--- config.mk ---
export PLATFORM = sky130hd
export DESIGN_NAME = twofish_ctr_sequencer
export DESIGN_NICKNAME = d
export VERILOG_FILES = /design/src/rtl/twofish_ctr_sequencer.sv
export SDC_FILE = /design/constraint.sdc
export NUM_CORES = 1
export LEC_CHECK = 0
export ABC_AREA = 1
export ABC_CLOCK_PERIOD_IN_PS = 1530
export CAP_MARGIN = 5
export CORE_AREA = 2 2 463 465
export CTS_CLUSTER_DIAMETER = 30
export DETAILED_ROUTE_END_ITERATION = 12
export DIE_AREA = 0 0 465 467
export GPL_ROUTABILITY_DRIVEN = 0
export GPL_TIMING_DRIVEN = 0
export PLACE_DENSITY = 0.36
export SYNTH_ARGS = -nofsm -noshare
export SYNTH_HDL_FRONTEND = slang
export SYNTH_SLANG_ARGS = --single-unit
--- constraint.sdc ---
create_clock -name clk -period 1.53 [get_ports clk]
set_input_delay 0.2295 -clock clk [delete_from_list [all_inputs] [get_ports clk]]
set_output_delay 0.2295 -clock clk [all_outputs]
set_load 0.01 [all_outputs]
--- src/rtl/twofish_ctr_sequencer.sv ---
// Sequences one Twofish-CTR stream through an external core, one block at a time: LOAD -> RUN -> OUT.
// Optional RUN watchdog with sticky error output is enabled by defining TWOFISH_SEQ_TIMEOUT_EN.
module twofish_ctr_sequencer #(
  parameter int CNT_W       = 16,
  parameter int TIMEOUT_CYC = 4096
) (
  input  logic             clk,
  input  logic             rst,
  input  logic             start,
  input  logic [127:0]     key_i,
  input  logic [127:0]     iv_i,
  input  logic [63:0]      first_block_i,
  input  logic [CNT_W-1:0] num_blocks_i,
  input  logic             in_valid,
  output logic             in_ready,
  input  logic [127:0]     in_data,
  output logic             out_valid,
  input  logic             out_ready,
  output logic [127:0]     out_data,
  output logic             busy,
  output logic             done,
  output logic             core_rst,
  output logic [127:0]     core_key,
  output logic [127:0]     core_iv,
  output logic [63:0]      core_block_number,
  output logic [127:0]     core_text_input,
  input  logic [127:0]     core_text_output,
  input  logic             core_end
`ifdef TWOFISH_SEQ_TIMEOUT_EN
  ,
  output logic             error
`endif
);

  typedef enum logic [2:0] {
    S_IDLE = 3'd0,
    S_LOAD = 3'd1,
    S_RUN  = 3'd2,
    S_OUT  = 3'd3,
    S_DONE = 3'd4
  } state_t;

  state_t             state_q, state_d;
  logic [127:0]       key_q, key_d;
  logic [127:0]       iv_q, iv_d;
  logic [63:0]        blk_q, blk_d;
  logic [CNT_W-1:0]   rem_q, rem_d;
  logic [127:0]       txt_q, txt_d;
  logic [127:0]       out_q, out_d;
  logic               abort;

`ifdef TWOFISH_SEQ_TIMEOUT_EN
  localparam int TMO_W = $clog2(TIMEOUT_CYC + 1);
  logic [TMO_W-1:0]   tmo_q, tmo_d;
  logic               err_q, err_d;

  // Abort on the last allowed RUN cycle if the core still has not finished.
  assign abort = (state_q == S_RUN) && !core_end && (tmo_q == TMO_W'(TIMEOUT_CYC - 1));
`else
  assign abort = 1'b0;
`endif

  always_ff @(posedge clk) begin
    if (rst) begin
      state_q <= S_IDLE;
      key_q   <= '0;
      iv_q    <= '0;
      blk_q   <= '0;
      rem_q   <= '0;
      txt_q   <= '0;
      out_q   <= '0;
`ifdef TWOFISH_SEQ_TIMEOUT_EN
      tmo_q   <= '0;
      err_q   <= 1'b0;
`endif
    end else begin
      state_q <= state_d;
      key_q   <= key_d;
      iv_q    <= iv_d;
      blk_q   <= blk_d;
      rem_q   <= rem_d;
      txt_q   <= txt_d;
      out_q   <= out_d;
`ifdef TWOFISH_SEQ_TIMEOUT_EN
      tmo_q   <= tmo_d;
      err_q   <= err_d;
`endif
    end
  end

  always_comb begin
    state_d = state_q;
    case (state_q)
      S_IDLE: begin
        if (start) begin
          state_d = (num_blocks_i == '0) ? S_DONE : S_LOAD;
        end
      end
      S_LOAD: begin
        if (in_valid) begin
          state_d = S_RUN;
        end
      end
      S_RUN: begin
        if (core_end) begin
          state_d = S_OUT;
        end else if (abort) begin
          state_d = S_DONE;
        end
      end
      S_OUT: begin
        if (out_ready) begin
          state_d = (rem_q == CNT_W'(1)) ? S_DONE : S_LOAD;
        end
      end
      S_DONE:  state_d = S_IDLE;
      default: state_d = S_IDLE;
    endcase
  end

  always_comb begin
    key_d = key_q;
    iv_d  = iv_q;
    blk_d = blk_q;
    rem_d = rem_q;
    txt_d = txt_q;
    out_d = out_q;
`ifdef TWOFISH_SEQ_TIMEOUT_EN
    tmo_d = (state_q == S_RUN) ? tmo_q + TMO_W'(1) : '0;
    err_d = err_q | abort;
`endif
    if (state_q == S_IDLE && start) begin
      key_d = key_i;
      iv_d  = iv_i;
      blk_d = first_block_i;
      rem_d = num_blocks_i;
`ifdef TWOFISH_SEQ_TIMEOUT_EN
      err_d = 1'b0;
`endif
    end
    if (state_q == S_LOAD && in_valid) begin
      txt_d = in_data;
    end
    if (state_q == S_RUN && core_end) begin
      out_d = core_text_output;
    end
    // Block number wraps naturally at 2^64.
    if (state_q == S_OUT && out_ready) begin
      blk_d = blk_q + 64'd1;
      rem_d = rem_q - CNT_W'(1);
    end
  end

  always_comb begin
    in_ready          = !rst && (state_q == S_LOAD);
    out_valid         = !rst && (state_q == S_OUT);
    busy              = !rst && (state_q != S_IDLE);
    done              = !rst && (state_q == S_DONE);
    core_rst          = rst || (state_q != S_RUN);
    out_data          = out_q;
    core_key          = key_q;
    core_iv           = iv_q;
    core_block_number = blk_q;
    core_text_input   = txt_q;
`ifdef TWOFISH_SEQ_TIMEOUT_EN
    error             = err_q;
`endif
  end

endmodule
# Word-level counts from Yosys, hierarchy flattened
# Cells that the tools add are included.
[word_totals]
ff_bits = 595
input_bits = 598
output_inout_bits = 581
[op_classes]
reduce_logical = 15
n_mux = 11
n_eq_ne = 10
addsub = 2
[op_table]
columns = ["op", "n"]
rows = [
  ["$mux W64", 2],
  ["$add A64 B1 Y64 const B", 1],
  ["$mux W16", 2],
  ["$mux W3", 6],
  ["$eq A16 B1 Y1 const B", 1],
  ["$logic_not A16 Y1", 1],
  ["$sub A16 B1 Y16 const B", 1],
  ["$pmux W3 S4", 1],
  ["$logic_and A1 B1 Y1", 8],
  ["$ne A2 B2 Y1 const B", 4],
  ["$eq A3 B2 Y1 const B", 2],
  ["$reduce_and A4 Y1", 1],
  ["$eq A3 B1 Y1 const B", 1],
  ["$eq A3 B3 Y1 const B", 1],
  ["$logic_not A3 Y1", 1],
  ["$ne A3 B2 Y1 const B", 1],
  ["$reduce_bool A3 Y1", 1],
  ["$reduce_bool A2 Y1", 1],
  ["$logic_not A1 Y1", 1],
  ["$logic_or A1 B1 Y1", 1],
]

# Depth between registers and ports, before layout
# Gate-level depths: netlist of run 1.
[logic_depth]
word_depth = 4
mapped_depth = 12
depth_no_buf = 12

# Worst setup path after synthesis of run 1
# OpenSTA, ideal clock, no wires.
[synth_path]
kind = "reg2reg"
startpoint = "reg blk_q[0], in the netlist core_block_number[0]"
endpoint = "reg blk_q[42], in the netlist core_block_number[42]"
path_slack_ns = -0.228
stages_incl_launch_ff = 13
required_time_ns = 1.420
setup_ns = 0.110
period_less_slack_ns = 1.758
arrival_ns = 1.648
cell_sequence = "dfxtp_1 > ha_1 > inv_1 > nor2_2 > nand2_2 > nor2_4 > nand3_1 > nor2_1 > nand2_1 > nand3_1 > nand3_1 > nand2_1 > inv_1"
[synth_via]
elab_chain_len = 2
[synth_rtl]
columns = ["element", "line_no", "text"]
rows = [
  ["start, declared", "46", "logic [63:0] blk_q, blk_d;"],
  ["start signal, assigned", "80", "blk_q <= blk_d;"],
  ["$add A64 B1 Y64", "149", "blk_d = blk_q + 64'd1;"],
  ["$mux W64", "148", "if (state_q == S_OUT && out_ready) begin"],
]
# Every way passes these cells.
# A chain may end at the register's enable or synchronous reset.

# Worst setup path in the final report of run 1
[layout_path]
startpoint = "reg state_q[0]"
endpoint = "out core_rst"
[layout_via]
elab_chain_len = 2
[layout_rtl]
columns = ["element", "line_no", "text"]
rows = [
  ["start, declared", "43", "state_t state_q, state_d;"],
  ["start signal, assigned", "77", "state_q <= state_d;"],
  ["$ne A3 B2 Y1", "159", "core_rst = rst || (state_q != S_RUN);"],
  ["$logic_or A1 B1 Y1", "159", ""],
  ["end, declared", "22", "output logic core_rst,"],
]
# Every way passes these cells.

==> metrics.md, run 1 <==
| Metric | Value |
|---|---|
| Fillers | between 20,000 and 25,000 |
| Slew Viols, Final | 0 |
| CP most frequent cell | nand2_4 |
| H-tree lvl count | 4 |
| Worst-Margin Slew | between 1 and 1.5 ns |
| Static Leak | approximately 21 nW |
| Design Power | 92.35 mW |
| Final nets | 5,785 |
| Hold_sp | key_i[11] |
| Synth area leaders | dfxtp_1, nand2_1, a21oi_1 |
| Clk root buf | clkbuf_16 |
| Hold WS | 0.06121 ns |
| Setup crit start | state_q[0] |
| Share of cells above drive strength 1 | 23.07% |
| Die height | 467 µm |
| Reg2reg start | state_q[0] |
| Final setup fails | 983 |
| Number of global-route vias before repair | 31,230 |
| Peak supply drop | 1005 µV |
| Largest stage delay, worst path | around 0.37 ns |
| CP Data Arrival Time | 1.78 ns |
| Final Util | between 20% and 30% |
| Io pins | 1,179 |
| Largest net degree at the start of global routing | 19 |
| Overall Global Routing Usage | around 17% |
| Crit path time final | a little over 2 ns |
| Period utilization | 131.6% |
| Top delay family on crit path | flip-flops |
| Via count | 30,970 |
| Final Worst Setup Slack | -0.4834 ns |
| Async set or reset register ratio after synthesis | 0% |
| Buf/Inv on CP | 3 |
| Crit-path cells | nor2_4, nand2_4, inv_4, clkbuf_16, nand2_4, buf_8 |
| CP startpoint kind | register |
| Synth-to-Final Area Change | 123.7% |
| Hold WC Path Type | in2reg |
| Routed vias/inst | 3.777 |
| Crit end category | output port |
| CTS Buf Count | 202 |
| Synth cell count leaders | nand2_1, dfxtp_1, a21oi_1, nor2_1, nand3_1 |
| Yosys top cell by area | dfxtp_1 |
| GRT overflow | 0 |
| Mapped Area | approximately 24,000 µm² |
| Initial antenna violation count | 62 |
| Routed Antenna Nets | 0 |
| Crit path kind | reg2out |
| Post-synth EDFFs | 0 |
| Cells after Synth | approximately 3,400 |
| Clock Sink Count | 595 |
| Initial Util | 11.32% |
| Count of cell types in the netlist | 39 |
| Register bit count reported by yosys | between 500 and 600 |
| Clock-pin transition on the worst setup and hold timing paths | 0.04 ns |
| Nets in the synthesized netlist | around 4,000 |
| Core Footprint | about 210,000 µm² |
| Syn_area_per_cell | 7.130 µm² |
| Fin. Hold Viols | 0 |
| Worst slew margin | 24.00% |
| DR iter-0 viols | 1,631 |
| Outcome | complete, but fails checks |
| Failing checks | setup timing |
| CP max stage cell | dfxtp_4 |
| Wirelength per Cell | 23.58 µm |
| Clock Latency Late Sink | 0.82 ns |
| Yosys top cell area share | 49.73% |
| Top-count cell post-synth | nand2_1 |
| Fmax | 496.7 MHz |
| DP HPWL | 157,300 µm |
| Reported max-cap violation count | 0 |
| Die area | 217,200 µm² |
| CTS Buffer Depth | 3 |
| Total Wirelength | around 190,000 µm |
| Sequential share of the synthesized area | 49.73% |
| Cell Pwr Density | around 1700 nW/µm² |
| RSZ-0062 raised after global routing | yes |
| Worst path required time | between 1 and 1.5 ns |
| First-pass GRT wire length | between 200,000 and 300,000 µm |
| DR pass1 iterations | 5 |
| # port buffers | roughly 1,200 |
| Residual DRC | 0 |
| Prevailing post-synth register cell | dfxtp_1 |
| Layout Skew | 0.08537 ns |
| Synth warn | 0 |
| Worst-path maximum fanout | 4 |
| Die X | 465 µm |
| TritonCTS clock tree | built |
| Std-Cell Rows | 169 |
## metrics by stage
stage	instances	area, µm²	setup slack (ns)	TNS (ns)
floorplan	3359	23990	-0.03137	-0.06126
global placement	7358	39310	-3.116	-985.94
detailed placement	7359	39320	-2.441	-682.98
CTS	8089	50850	-0.6172	-454.27
global route	8192	53560	-0.6081	-399.99
finish	8200	53580	-0.4834	-285.75
## state kept, by name, summed over array words and instances, names as in the netlist
signal / count
core_iv: 128
core_key: 128
core_text_input: 128
out_data: 128
core_block_number: 64
rem_q: 16
state_q: 3
## layout make-up
cell class / instances / area, µm² / area share (%)
timing repair buffer: 1622 / 16700 / 31.17
sequential: 595 / 12330 / 23.01
multi-input combinational: 2406 / 11360 / 21.20
clock buffer: 305 / 6062 / 11.31
tap: 2821 / 3530 / 6.588
buffer: 217 / 1928 / 3.599
clock inverter: 69 / 1001 / 1.868
inverter: 139 / 585.6 / 1.093
antenna: 25 / 62.56 / 0.1168
timing repair inverter: 1 / 16.27 / 0.03036
## cell usage in the layout (no fill, tap or decap), drive strengths merged, types with 11 or more instances in the layout
cell           instances
nand2               1042
clkdlybuf4s50        853
dfxtp                595
clkbuf               441
nor2                 439
a21oi                437
buf                  409
dlygate4sd3          319
nand3                196
o21ai                172
inv                  140
dlygate4sd2          118
clkinv                55
diode                 25
o21a                  18
xor2                  17
o211ai                13
bufinv                13
nand4                 12
nor3                  11
## cell families (layout without fill, tap and decap cells)
group	count (synthesis)	count (layout)	share of synthesized area [%]
AOI/OAI and AO/OA	668	668	14.55
xor gates and xnor gates	21	21	0.7679
buffers and inverters	358	2353	6.211
other	0	25	0
DFF	595	595	49.73
adders and majority gates	3	3	0.1567
and+or+nand+nor	1714	1714	28.58
## final timing paths
kind | slack [ns] | cells after the start | to
worst max-delay path | -0.48 | 6 | core_rst
worst min-delay path | 0.06 | 3 | core_key[11]
worst max register to register | -0.46 | 8 | core_text_input[72]
worst min register to register | 0.46 | 2 | out_data[126]
## routing by layer
metal  global-route usage [%]  vias to the layer above  wire, µm
li1                         -                    14690         -
met1                    19.11                    14670     76840
met2                    28.38                     1275     92600
met3                    6.472                      321     16750
met4                    6.341                       16      7093
met5                        0                        -        92
## report_power, final
group / total [mW] / switching [mW] / leakage (nW) / internal (mW)
Clock: 41.8 / 12.6 / 3.49 / 29.2
Combinational: 28.7 / 14.9 / 12.6 / 13.8
Sequential: 21.8 / 2.90 / 4.98 / 18.9
## what timing repair did
item	4_1_cts	5_1_grt
resized for setup	580	1531
setup endpoints to repair	1174	1176
endpoints found under the hold margin	319	0
pin swaps	9	25
setup buffers	29	67
gates cloned	8	21
hold buffers	319	0
## tightest hold or removal path: cells and delay by family
kind,cells,cell delay [ns]
compound gates,1,0.05
simple gates,1,0.09
buf+inv,1,0.46
(Power assumes the default switching activity.)
==> run 2: changes to the inputs <==
--- a/config.mk
+++ b/config.mk
@@ -6,12 +6,12 @@
 export NUM_CORES = 1
 export LEC_CHECK = 0
 export ABC_AREA = 1
-export ABC_CLOCK_PERIOD_IN_PS = 1530
+export ABC_CLOCK_PERIOD_IN_PS = 2050
 export CAP_MARGIN = 5
-export CORE_AREA = 2 2 463 465
+export CORE_AREA = 2 2 453 455
 export CTS_CLUSTER_DIAMETER = 30
 export DETAILED_ROUTE_END_ITERATION = 12
-export DIE_AREA = 0 0 465 467
+export DIE_AREA = 0 0 455 457
 export GPL_ROUTABILITY_DRIVEN = 0
 export GPL_TIMING_DRIVEN = 0
 export PLACE_DENSITY = 0.36
==> constraint.sdc (replaced) <==
create_clock -name clk -period 2.05 [get_ports clk]
set_input_delay 0.3075 -clock clk [delete_from_list [all_inputs] [get_ports clk]]
set_output_delay 0.3075 -clock clk [all_outputs]
set_load 0.01 [all_outputs]
==> run 2 against run 1 <==
Compared with the run above: the run still ends with setup timing left; cell area fell by 11%; combinational power fell by 44%; clock skew fell by 0.023 ns; worst setup slack improved by 0.46 ns; critical endpoint unchanged; largest cell class unchanged; highest routed layer unchanged.
==> metrics.md, run 2 (synthesized netlist as in run 1, its figures left out) <==
| Metric | Value |
|---|---|
| Crit path time final | 2.074 ns |
| Worst hold stages | 3 |
| Reg2Reg Depth | 12 |
| DR pass1 iterations | 5 |
| Clock Latency Late Sink | 0.81 ns |
| Combinational Power Share | about 26% |
| Worst path required time | 1.74 ns |
| Most common cell after layout, fill and taps aside | nand2_1 |
| Placed cell areas | 39,110 µm² |
| P_sw | between 20 and 25 mW |
| Final setup fails | 1 |
| Fmax | 482.0 MHz |
| Number of global-route vias before repair | 29,030 |
| Io pins | 1,179 |
| Wirelength per Cell | 22.89 µm |
| Initial Util | 11.78% |
| Final nets | 5,465 |
| Initial antenna violation count | 65 |
| Failing checks | setup timing |
| Layout Skew | 0.06281 ns |
| Die X | 455 µm |
| CTS Buf Count | approximately 210 |
| CP startpoint kind | primary input |
| Std-Cell Rows | 166 |
| DR iter-0 viols | between 1,500 and 2,000 |
| Internal power | 41.80 mW |
| Worst-path maximum fanout | 10 |
| Worst slew margin | a little over a third |
| Peak supply drop | 692.4 µV |
| Fin. Hold Viols | 0 |
| Most frequent cells in the layout | nand2_1, clkdlybuf4s50_1, dfxtp_1, dlygate4sd2_1, a21oi_1 |
| Crit end category | output port |
| Largest net degree at the start of global routing | 18 |
| Static Leak | 20.18 nW |
| Residual DRC | 0 |
| First-pass GRT wire length | 236,300 µm |
| CTS Buffer Depth | 3 |
| Die area | 207,900 µm² |
| Reported max-cap violation count | 0 |
| Period utilization | 101.2% |
| Clock share of power | 49.5% |
| Die height | ~460 µm |
| GRT overflow | 0 |
| Outcome | complete, but fails checks |
| Final Instance Area | 47,490 µm² |
| Worst-Margin Slew | 0.9770 ns |
| H-tree lvl count | 4 |
| Routed Antenna Nets | 0 |
| RSZ-0062 raised after global routing | yes |
| Final Worst Setup Slack | -0.02448 ns |
| Crit path kind | in2out |
| Core Footprint | 203,300 µm² |
| Share of cells above drive strength 1 | 13.02% |
| # port buffers | 1,178 |
| Synth-to-Final Area Change | 98.29% |
| Place WS | -2.492 ns |
| Clk root buf | clkbuf_16 |
| DP HPWL | about 150,000 µm |
| Sw frac | 33.45% |
| Seq pwr share | 25.0% |
| Overall Global Routing Usage | 16.37% |
| Cell Pwr Density | 1322 nW/µm² |
| CP Data Arrival Time | between 1.5 and 2 ns |
| Via count | ~29,000 |
| Total Wirelength | approximately 180,000 µm |
| Routed vias/inst | between 3 and 4 |
| Clock Sink Count | 595 |
| Clock-pin transition on the worst setup and hold timing paths | approximately 0.040 ns |
| TritonCTS clock tree | built |
| Hold WC Path Type | in2reg |
| Slew Viols, Final | 0 |
## run 2: power by group through the flow
stage	sequential [mW]	clock, mW	combinational, mW
floorplan	16.3	0	6.12
global placement	15.8	0	17.0
detailed placement	15.8	0	17.0
CTS	15.7	31.8	16.2
global route	16.0	32.5	17.6
finish	15.7	31.1	16.0
## run 2: repair_timing
item                       in CTS  in global routing
setup endpoints to repair    1130                268
buffers inserted                9                  5
pin swaps                       4                 12
gates resized for setup       794                139
hold buffers                  105                  0
hold endpoints to repair      105                  0
## run 2: final cells by class
class	count	area [µm²]
fill	22750	155800
timing repair buffer	1297	12340
sequential	595	12000
multi-input combinational	2406	10980
clock buffer	313	6210
tap	2688	3363
buffer	218	1160
clock inverter	72	855.8
inverter	139	534.3
antenna	17	42.54
## run 2: worst max-delay path: stages
cell             delay, ns
clkdlybuf4s50_1       0.46
inv_1                 0.17
clkbuf_4              0.32
clkbuf_8              0.28
nand2_2               0.07
buf_6                 0.13
## run 2: path summary, 6_finish.rpt
path | start | endpoint | slack (ns)
hold / removal | iv_i[106] | core_iv[106] | 0.08
setup / recovery | rst | core_rst | -0.02
hold reg to reg | out_data[63] | out_data[63] | 0.46
setup reg to reg | state_q[2] | core_block_number[46] | 0.04
## run 2: metal layers
metal	vias to the layer above	global-route usage [%]	wire, µm
li1	14010	-	-
met1	13770	18.21	69140
met2	1153	28.63	87780
met3	285	6.602	16280
met4	30	4.223	3917
met5	-	0	207
## run 2: through the flow
step	util, %	std cells	hold slack, ns	power, mW	setup TNS, ns
floorplan	-	3359	0.4424	22.39	0
global placement	19.23	7225	0.4476	32.82	-734.19
detailed placement	19.23	7225	0.4541	32.85	-633.78
CTS	23.16	7723	0.0001901	63.72	-0.6645
global route	23.35	7737	0.01806	66.01	-0.9343
finish	23.36	7745	0.07634	62.81	-0.02448
